[config.mk]
export PLATFORM = sky130hd
export DESIGN_NAME = ppm_decoder
export DESIGN_NICKNAME = d
export VERILOG_FILES = /design/src/rtl/ppm_pkg.sv /design/src/rtl/ppm_rx_edge.sv /design/src/rtl/ppm_decoder.sv
export SDC_FILE = /design/constraint.sdc
export NUM_CORES = 1
export LEC_CHECK = 0
export ABC_AREA = 1
export CAP_MARGIN = 20
export CELL_PAD_IN_SITES_DETAIL_PLACEMENT = 0
export CELL_PAD_IN_SITES_GLOBAL_PLACEMENT = 1
export CORE_UTILIZATION = 49
export CTS_CLUSTER_DIAMETER = 30
export DETAILED_ROUTE_END_ITERATION = 16
export PLACE_DENSITY = 0.88
export SETUP_SLACK_MARGIN = 0.5
export SLEW_MARGIN = 30
export SYNTH_ARGS = -nofsm -noshare
export SYNTH_HDL_FRONTEND = slang
export SYNTH_HIERARCHICAL = 1
export SYNTH_SLANG_ARGS = --single-unit
[constraint.sdc]
create_clock -name clk -period 4.2 [get_ports clk]
set_clock_uncertainty 0.2 [all_clocks]
set_input_delay 0.63 -clock clk [delete_from_list [all_inputs] [get_ports clk]]
set_output_delay 0.63 -clock clk [all_outputs]
set_load 0.02 [all_outputs]
[src/rtl/ppm_pkg.sv]
// Shared timing constants, state/order encodings and small offset helpers
// for the 4-PPM receive path.
package ppm_pkg;

    localparam logic [7:0] SYM_LEN   = 8'd128;
    localparam logic [7:0] PULSE_LEN = 8'd16;
    localparam logic [7:0] SLOT_LEN  = 8'd32;
    localparam logic [7:0] SOF_GAP   = 8'd80;
    localparam logic [7:0] EOF_OFS   = 8'd31;
    localparam logic [7:0] TOL       = 8'd4;
    localparam logic [4:0] MAX_BYTES = 5'd16;

    typedef enum logic [1:0] {
        ORD_IDLE,
        ORD_SOF,
        ORD_DATA,
        ORD_EOF
    } order_e;

    typedef enum logic [2:0] {
        ST_IDLE,
        ST_SOF1,
        ST_SOF_GAP,
        ST_SOF2,
        ST_ALIGN,
        ST_DATA,
        ST_EOF_CHK
    } state_e;

    function automatic logic near(input logic [7:0] v, input logic [7:0] c);
        logic [7:0] d;
        d = (v >= c) ? v - c : c - v;
        return d <= TOL;
    endfunction

    function automatic logic [7:0] slot_ofs(input logic [1:0] k);
        return PULSE_LEN + SLOT_LEN * {6'd0, k};
    endfunction

    function automatic logic [7:0] sat_inc(input logic [7:0] v);
        return (v == 8'hFF) ? v : v + 8'd1;
    endfunction

endpackage

[src/rtl/ppm_rx_edge.sv]
// Receiver line front end: 2-FF synchronizer, edge detect and low-pulse
// width measurement.
module ppm_rx_edge
    import ppm_pkg::*;
(
    input  logic       clk_i,
    input  logic       rst_i,
    input  logic       rx_i,
    output logic       fall_o,
    output logic       rise_o,
    output logic       width_ok_o,
    output logic [7:0] width_o
);

    logic       sync1_q, sync2_q, prev_q;
    logic [7:0] width_q, width_d;

    assign fall_o = prev_q & ~sync2_q;
    assign rise_o = ~prev_q & sync2_q;

    // width_q equals the number of low cycles by the time the rise is seen
    always_comb begin
        width_d = width_q;
        if (fall_o)
            width_d = 8'd1;
        else if (!sync2_q)
            width_d = sat_inc(width_q);
    end

    assign width_ok_o = rise_o & near(width_q, PULSE_LEN);
    assign width_o    = width_q;

    always_ff @(posedge clk_i or posedge rst_i) begin
        if (rst_i) begin
            sync1_q <= 1'b1;
            sync2_q <= 1'b1;
            prev_q  <= 1'b1;
            width_q <= '0;
        end else begin
            sync1_q <= rx_i;
            sync2_q <= sync1_q;
            prev_q  <= sync2_q;
            width_q <= width_d;
        end
    end

endmodule

[src/rtl/ppm_decoder.sv]
// 4-PPM frame decoder: SOF detection, symbol timebase recovery, byte
// reassembly (LSB pair first), EOF and framing-error reporting.
module ppm_decoder
    import ppm_pkg::*;
(
    input  logic       clk,
    input  logic       rst,
    input  logic       rx_in,
    output logic [7:0] rx_data,
    output logic       rx_valid,
    output logic       frame_start,
    output logic       frame_done,
    output logic       frame_err,
    output logic [4:0] byte_count,
    output logic       busy
);

    logic       fall, rise, width_ok;
    logic [7:0] width;

    ppm_rx_edge u_edge (
        .clk_i      (clk),
        .rst_i      (rst),
        .rx_i       (rx_in),
        .fall_o     (fall),
        .rise_o     (rise),
        .width_ok_o (width_ok),
        .width_o    (width)
    );

    state_e     state_q, state_d;
    logic [7:0] fc_q, fc_d, wc_q, wc_d;
    logic [1:0] si_q, si_d, sym_q, sym_d;
    logic       seen_q, seen_d;
    logic [7:0] shift_q, shift_d;
    logic [4:0] bcnt_q, bcnt_d;
    logic       busy_q, busy_d;
    logic [7:0] rdata_q, rdata_d;
    logic       rvalid_q, rvalid_d, fstart_q, fstart_d;
    logic       fdone_q, fdone_d, ferr_q, ferr_d;
    logic       err, hit;
    logic [1:0] hit_sym;

    always_comb begin
        state_d  = state_q;
        fc_d     = sat_inc(fc_q);
        wc_d     = sat_inc(wc_q);
        si_d     = si_q;
        sym_d    = sym_q;
        seen_d   = seen_q;
        shift_d  = shift_q;
        bcnt_d   = bcnt_q;
        busy_d   = busy_q;
        rdata_d  = rdata_q;
        rvalid_d = 1'b0;
        fstart_d = 1'b0;
        fdone_d  = 1'b0;
        ferr_d   = 1'b0;
        err      = 1'b0;
        hit      = 1'b0;
        hit_sym  = '0;

        for (int unsigned k = 0; k < 4; k++) begin
            if (near(wc_q, slot_ofs(2'(k)))) begin
                hit     = 1'b1;
                hit_sym = 2'(k);
            end
        end

        case (state_q)
            ST_IDLE: begin
                if (fall) begin
                    fc_d    = 8'd1;
                    state_d = ST_SOF1;
                end
            end
            ST_SOF1: begin
                if (rise)
                    state_d = width_ok ? ST_SOF_GAP : ST_IDLE;
                else if (fc_q > SOF_GAP + TOL)
                    state_d = ST_IDLE;
            end
            ST_SOF_GAP: begin
                if (fall)
                    state_d = near(fc_q, SOF_GAP) ? ST_SOF2 : ST_IDLE;
                else if (fc_q > SOF_GAP + TOL)
                    state_d = ST_IDLE;
            end
            ST_SOF2: begin
                if (rise) begin
                    if (width_ok) begin
                        fstart_d = 1'b1;
                        busy_d   = 1'b1;
                        bcnt_d   = '0;
                        si_d     = '0;
                        seen_d   = 1'b0;
                        shift_d  = '0;
                        state_d  = ST_ALIGN;
                    end else begin
                        state_d = ST_IDLE;
                    end
                end else if (fc_q >= SYM_LEN - 8'd1) begin
                    state_d = ST_IDLE;
                end
            end
            ST_ALIGN: begin
                if (rise && !width_ok)
                    err = 1'b1;
                else if (fc_q == SYM_LEN - 8'd1) begin
                    wc_d    = '0;
                    state_d = ST_DATA;
                end
            end
            ST_DATA: begin
                wc_d = (wc_q == SYM_LEN - 8'd1) ? '0 : wc_q + 8'd1;
                if (rise && !width_ok)
                    err = 1'b1;
                else if (fall) begin
                    if (seen_q)
                        err = 1'b1;
                    else if (hit) begin
                        seen_d = 1'b1;
                        sym_d  = hit_sym;
                    end else if (near(wc_q, EOF_OFS) && si_q == 2'd0)
                        state_d = ST_EOF_CHK;
                    else
                        err = 1'b1;
                end
                // window close: commit the symbol, emit on the 4th pair
                if (!err && state_d == ST_DATA && wc_q == SYM_LEN - 8'd1) begin
                    if (!seen_q)
                        err = 1'b1;
                    else begin
                        shift_d[{si_q, 1'b0} +: 2] = sym_q;
                        seen_d = 1'b0;
                        si_d   = si_q + 2'd1;
                        if (si_q == 2'd3) begin
                            if (bcnt_q == MAX_BYTES)
                                err = 1'b1;
                            else begin
                                rvalid_d = 1'b1;
                                rdata_d  = shift_d;
                                bcnt_d   = bcnt_q + 5'd1;
                            end
                        end
                    end
                end
            end
            ST_EOF_CHK: begin
                if (rise) begin
                    if (width_ok) begin
                        fdone_d = 1'b1;
                        busy_d  = 1'b0;
                        state_d = ST_IDLE;
                    end else begin
                        err = 1'b1;
                    end
                end else if (width > PULSE_LEN + TOL) begin
                    err = 1'b1;
                end
            end
            default: state_d = ST_IDLE;
        endcase

        if (err) begin
            state_d  = ST_IDLE;
            busy_d   = 1'b0;
            ferr_d   = 1'b1;
            rvalid_d = 1'b0;
        end
    end

    always_ff @(posedge clk or posedge rst) begin
        if (rst) begin
            state_q  <= ST_IDLE;
            fc_q     <= '1;
            wc_q     <= '1;
            si_q     <= '0;
            sym_q    <= '0;
            seen_q   <= 1'b0;
            shift_q  <= '0;
            bcnt_q   <= '0;
            busy_q   <= 1'b0;
            rdata_q  <= '0;
            rvalid_q <= 1'b0;
            fstart_q <= 1'b0;
            fdone_q  <= 1'b0;
            ferr_q   <= 1'b0;
        end else begin
            state_q  <= state_d;
            fc_q     <= fc_d;
            wc_q     <= wc_d;
            si_q     <= si_d;
            sym_q    <= sym_d;
            seen_q   <= seen_d;
            shift_q  <= shift_d;
            bcnt_q   <= bcnt_d;
            busy_q   <= busy_d;
            rdata_q  <= rdata_d;
            rvalid_q <= rvalid_d;
            fstart_q <= fstart_d;
            fdone_q  <= fdone_d;
            ferr_q   <= ferr_d;
        end
    end

    assign rx_data     = rdata_q;
    assign rx_valid    = rvalid_q;
    assign frame_start = fstart_q;
    assign frame_done  = fdone_q;
    assign frame_err   = ferr_q;
    assign byte_count  = bcnt_q;
    assign busy        = busy_q;

endmodule
==> results of run 1 <==
-- stage by stage --
step | power, µW | hold slack, ns | instance area (µm²) | utilization (%)
after detailed placement | 2080 | 0.152 | 4960 | 53.7
after global placement | 2060 | 0.150 | 4960 | 53.6
final | 2620 | 0.158 | 5160 | 55.8
after CTS | 2630 | 0.161 | 5160 | 55.8
after global routing | 2860 | 0.167 | 5160 | 55.8
after floorplan | 1860 | 0.145 | 4680 | -
-- logic make-up (layout without fill, tap and decap cells) --
logic type | count (synthesis) | in the layout
compound gates | 103 | 103
xor+xnor | 15 | 15
fa+ha+maj | 35 | 35
buf+inv | 109 | 135
flops | 61 | 61
simple gates | 322 | 322
-- synthesized netlist by cell type (all sizes together) --
cell    instances
inv            96
a211oi          5
dfrtp          42
o21bai          1
o211ai          1
clkbuf          1
xor2           12
nor4b           1
dfstp          19
nand3          47
a21oi          25
clkinv          1
xnor2           3
a21o            1
a22oi           6
nand4          11
buf            11
nor3           20
o21ai          48
a31oi           2
o311ai          1
o41ai           1
ha             35
a22o            1
or2             6
nand2         170
nor4            1
a32oi           2
nand3b          2
o31ai           3
nor2           64
a21boi          3
o22ai           3
-- worst paths after layout --
path                                endpoint  slack, ns  depth (start not counted)
setup / recovery                     wc_q[4]       0.94                         17
setup reg to reg                     wc_q[4]       0.94                         17
hold reg to reg               u_edge/sync2_q       0.16                          0
max in group asynchronous         frame_done       2.83                          2
min in group asynchronous  u_edge/width_o[3]       0.45                          2
hold / removal                u_edge/sync2_q       0.16                          0
-- report_power, final --
| part | switching [µW] | internal [µW] |
|---|---|---|
| registers | 173 | 724 |
| clock network | 247 | 289 |
| logic | 747 | 439 |
| total | 1170 | 1450 |
-- layout make-up --
class                      instances  area (µm²)  area share, %
multi-input combinational        475        2670           51.7
sequential                        61        1550           30.1
inverter                          97         367           7.11
timing repair buffer              22         215           4.17
tap                              129         161           3.13
clock buffer                      10         138           2.67
clock inverter                     6        61.3           1.19
-- flip-flops by register name, summed over array words and instances, names as in the netlist --
name and count:
byte_count 5, state_q 3, u_edge/prev_q 1, frame_start 1
u_edge/sync2_q 1, u_edge/width_o 8, seen_q 1, frame_done 1
si_q 2, busy 1, fc_q 8, frame_err 1
rx_valid 1, rx_data 8, wc_q 8, u_edge/sync1_q 1
sym_q 2, shift_q 8
-- critical path: stages, from the launching register on --
cell and delay (ns):
dfrtp_1 0.50, inv_1 0.15, ha_1 0.17, nand2_1 0.07
nor2_1 0.16, nand2_1 0.09, inv_1 0.09, nand2_1 0.05
nand2_1 0.05, nand3_1 0.09, nor2_1 0.22, nor2_1 0.16
inv_1 0.13, nor2_1 0.07, nor3_1 0.32, inv_1 0.12
a21oi_1 0.38, o22ai_1 0.14
-- layer usage --
layer	up-vias	share of wire, %
li1	2127	-
met1	1930	50
met2	63	47
met3	12	2.6
met4	0	1.2
met5	-	0
==> results.py, run 1 <==
metrics = {
    "run_status": {
        "status": "finished clean",
    },
    "layout": {
        "fillers": 886,
        "final_common_cell": "nand2_1",
        "fin_cells": 800,
        "num_antenna_cells": 0,
        "layout_common_cells": "nand2_1, inv_1, nor2_1, nand3_1, dfrtp_1",
        "final_layout_size_suffix_gt1_share_pct": 12.7,
        "area_growth_pct": 10.1,
        "nets": 704,
    },
    "global_routing": {
        "grt_overflow": 0,
        "grt.busiest_layer": "met2",
        "grt_first_pass_wirelength_um": 18500,
        "antenna_found_initial": 0,
        "grt_max_degree": 51,
        "use_met2_pct": 37.8,
        "gr-usage-met1_pct": 32.2,
        "grt_use_total_pct": 23.3,
        "use_met3_pct": 3.27,
        "grt_pass1_vias": 4076,
    },
    "die": {
        "die_y_um": 99.8,
        "coreArea_mm2": 0.00924,
        "start_util_pct": 50.7,
        "die-area_mm2": 0.00996,
        "die_w_um": 99.8,
        "fp-row-count": 35,
        "pin_count": 21,
    },
    "synth": {
        "yosysTopAreaCellShare_pct": 22.4,
        "synth_compound_area_share_pct": 13.6,
        "synth_xor_xnor_area_share_pct": 2.80,
        "synth_top_cell_by_area": "dfrtp_1",
        "synth-simple-area-share_pct": 31.1,
        "synth_top_family_by_area": "simple AND/OR/NAND/NOR gates",
        "synthAdderAreaFrac_pct": 9.35,
        "synth_cell_type_count": 47,
        "syn_nets": 683,
        "syn_area_mm2": 0.00468,
        "synthMuxAreaShare_pct": 0,
        "yosysWarnings": 6,
        "synth.area.top_cells": "dfrtp_1, nand2_1, dfstp_2",
        "avgSynthCellArea_um2": 7.26,
        "ys_seq_area_share_pct": 33.1,
        "ys_ff_latch": 61,
        "netlist_instances": 645,
    },
    "clock_tree": {
        "clkLatencyLatePin_ns": 0.34,
        "htreeDepth": 3,
        "clock_path_buffers": 2,
        "cts_setup_buffers": 0,
        "numCtsBuffers": 9,
        "clk_pin_slew_ns": 0.07,
        "cts.sinks": 61,
        "cts-root-buf": "clkbuf_8",
        "cts_tree": "done",
        "ctsHoldBuffers": 0,
        "ctsResizeCount": 0,
    },
    "place": {
        "dp_hpwl_um": 7880,
        "io_buffers": 20,
        "dp_cells": 784,
        "place_ws_ns": 0.948,
        "place_congestion": 0.876,
    },
    "timing": {
        "worstMarginPinSlew_ns": 0.623,
        "report.final.slew_viol_count": 0,
        "setup_viol": 0,
        "grt_setup_unrepaired": "no",
        "tns_ns": 0,
        "fin_crit_sh_pct": 77.7,
        "final_hold_viol_count": 0,
        "relSlewSlack_pct": 58.5,
        "max_freq_mhz": 307,
        "period_needed_ns": 3.26,
        "setup_slack_ns": 0.938,
    },
    "job": {
        "drv_cap": 0,
    },
    "detailed_routing": {
        "drc": 0,
        "vias": 4132,
        "wire_per_inst_um": 13.1,
        "via_per_inst": 5.17,
        "ant_nets": 0,
        "initialDrtViolationCount": 185,
        "dr.pass1.iters": 4,
        "routed_wl_um": 10400,
    },
    "worst_setup_path": {
        "cp.arrival_ns": 3.31,
        "critPathKind": "reg2reg",
        "path_max_fanout": 9,
        "crit_path_start": "u_edge/width_o[4]",
        "required_ns": 4.24,
        "worst_setup_path_start_kind": "flip-flop",
        "rr_startpoint": "u_edge/width_o[4]",
        "cp-end-kind": "flip-flop",
    },
    "min_path": {
        "min_path_type": "reg2reg",
        "hold_start": "u_edge/sync1_q",
    },
    "pwr": {
        "power_density_mw_per_mm2": 508,
        "vdd_drop_max_mv": 0.265,
        "leakage_uw": 0.00244,
    },
}
Power figures use the tool's default switching activity.
==> run 2: changes to the inputs <==
- CORE_UTILIZATION: 49 -> 45
- PLACE_DENSITY: 0.88 -> 0.82
- clock period: 4.2 -> 3.2 ns (I/O delays scaled with it)
==> results.py, run 2 (synthesis gave the netlist of run 1 again) <==
metrics = {
    "clock_tree": {
        "cts_tree": "done",
        "cts.sinks": 61,
        "ctsHoldBuffers": 0,
        "clock_path_buffers": 2,
        "cts-root-buf": "clkbuf_8",
        "numCtsBuffers": 9,
        "clkLatencyLatePin_ns": 0.36,
        "htreeDepth": 3,
        "clk_pin_slew_ns": 0.08,
    },
    "place": {
        "place_congestion": 0.910,
        "dp_cells": 796,
        "dp_hpwl_um": 8110,
        "io_buffers": 20,
    },
    "worst_setup_path": {
        "rr_startpoint": "u_edge/width_o[5]",
        "critPathSlowestCell": "dfrtp_1",
        "r2r_slack_ns": 0.45,
        "worst_setup_path_start_kind": "flip-flop",
        "cp.arrival_ns": 2.79,
        "rr_worst_depth": 20,
        "cp-end-kind": "flip-flop",
        "max_stage_delay_ns": 0.41,
        "required_ns": 3.24,
        "crit_path_start": "u_edge/width_o[5]",
        "path_max_fanout": 8,
        "critPathKind": "reg2reg",
        "r2r-end": "rx_data[7]",
        "cpMostUsedCell": "nor2_4",
        "crit_path_cell_trace": "inv_2 > ha_4 > nand2_4 > nor2_4 > nand2_1 > nand2_1 > nand2_1 > nor2_2 > nand3_2 > nor2_4 > nor2_4 > nor2_2 > nand3_2 > nand2_2 > nor2_4 > nand3_4 > buf_12 > clkinv_8 > nand2_8 > o21ai_2",
    },
    "min_path": {
        "min_to": "u_edge/sync2_q",
        "min_path_cells": 0,
        "hold_start": "u_edge/sync1_q",
        "min_path_type": "reg2reg",
    },
    "layout": {
        "nets": 739,
        "seq_area_mm2": 0.00155,
        "final_common_cell": "nand2_1",
        "fillers": 921,
        "final_util_pct": 59.4,
        "layout_common_cells": "nand2_1, inv_1, nor2_1, dfrtp_1, nand3_1",
        "area_growth_pct": 25.7,
        "final_layout_size_suffix_gt1_share_pct": 27.2,
        "num_antenna_cells": 0,
        "fin_cells": 839,
        "multi_input_area_mm2": 0.00311,
    },
    "timing": {
        "report.final.slew_viol_count": 0,
        "tns_ns": 0,
        "worstMarginPinSlew_ns": 0.838,
        "final_hold_viol_count": 0,
        "setup_viol": 0,
        "relSlewSlack_pct": 44.0,
        "max_freq_mhz": 363,
        "grt_setup_unrepaired": "yes",
        "fin_crit_sh_pct": 86.1,
        "period_needed_ns": 2.75,
    },
    "global_routing": {
        "grt_pass1_vias": 4004,
        "grt_use_total_pct": 21.4,
        "antenna_found_initial": 0,
        "grt_first_pass_wirelength_um": 18700,
        "grt_max_degree": 39,
        "grt_overflow": 0,
    },
    "detailed_routing": {
        "ant_nets": 0,
        "initialDrtViolationCount": 250,
        "via_per_inst": 5.22,
        "wire_per_inst_um": 14.4,
        "drc": 0,
        "dr.pass1.iters": 5,
        "vias": 4381,
        "routed_wl_um": 12100,
    },
    "die": {
        "die_w_um": 104,
        "pin_count": 21,
        "fp-row-count": 36,
        "die-area_mm2": 0.0108,
        "start_util_pct": 47.3,
        "coreArea_mm2": 0.00991,
        "die_y_um": 104,
    },
    "pwr": {
        "leakage_uw": 0.00265,
        "vdd_drop_max_mv": 0.400,
        "power_density_mw_per_mm2": 651,
        "finalPower_uw": 3830,
    },
    "run_status": {
        "status": "finished clean",
    },
    "job": {
        "drv_cap": 0,
    },
}
[run 2: cell types whose count changed in the layout (fill, tap and decap cells not counted), sizes merged]
cell,previous run,this run
nand2,170,172
clkbuf,10,11
clkinvlp,1,2
clkinv,4,2
nand3,47,48
buf,2,34
[run 2: worst max path at each step]
stage | end | slack [ns] | cells past startpoint
after global routing | rx_data[6] | 0.34 | 20
final | rx_data[7] | 0.45 | 20
after detailed placement | wc_q[3] | 0.02 | 17
after floorplan | rx_data[0] | 0.52 | 17
after CTS | byte_count[0] | 0.51 | 19
after global placement | wc_q[3] | 0.28 | 17
[run 2: where the power goes]
| group | leakage [µW] | internal [µW] | switching [µW] |
|---|---|---|---|
| clock network | 0.0000959 | 382 | 342 |
| logic | 0.00178 | 788 | 1180 |
| registers | 0.000773 | 951 | 186 |
[run 2: repair_timing]
action                     4_1_cts  5_1_grt
pin swaps                        1       30
cloned                           0        3
setup buffers                    2       22
resized for setup               19       90
setup endpoints to repair       39       40
[run 2: cell type report]
| cell class | instances | area share [%] |
|---|---|---|
| Clock buffer | 11 | 2.40 |
| Clock inverter | 5 | 0.999 |
| Inverter | 97 | 6.48 |
| Multi-Input combinational cell | 478 | 52.8 |
| Sequential cell | 61 | 26.4 |
| Tap cell | 133 | 2.83 |
| Timing Repair Buffer | 54 | 8.07 |
[run 2: layer usage]
layer	vias up	wire, µm	GRT usage, %
met1	2046	5560	28.6
li1	2216	-	-
met3	20	535	3.07
met2	99	5830	35.3
met4	0	164	7.76
met5	-	0	0
[run 2: critical path, delay by kind of cell (launching register included)]
kind / cells / cell delay [ns]
flip-flops: 1 / 0.41
adder cells (fa/ha/maj): 1 / 0.16
buffers and inverters: 3 / 0.33
AND/OR/NAND/NOR: 15 / 1.45
AO/OA/AOI/OAI: 1 / 0.06
[run 2: through the flow]
| step | setup slack [ns] | instance area [µm²] | hold slack (ns) |
|---|---|---|---|
| after floorplan | 0.524 | 4680 | 0.130 |
| final | 0.446 | 5890 | 0.158 |
| after CTS | 0.508 | 5320 | 0.158 |
| after global routing | 0.338 | 5890 | 0.164 |
| after detailed placement | 0.0248 | 5020 | 0.148 |
| after global placement | 0.279 | 5020 | 0.146 |
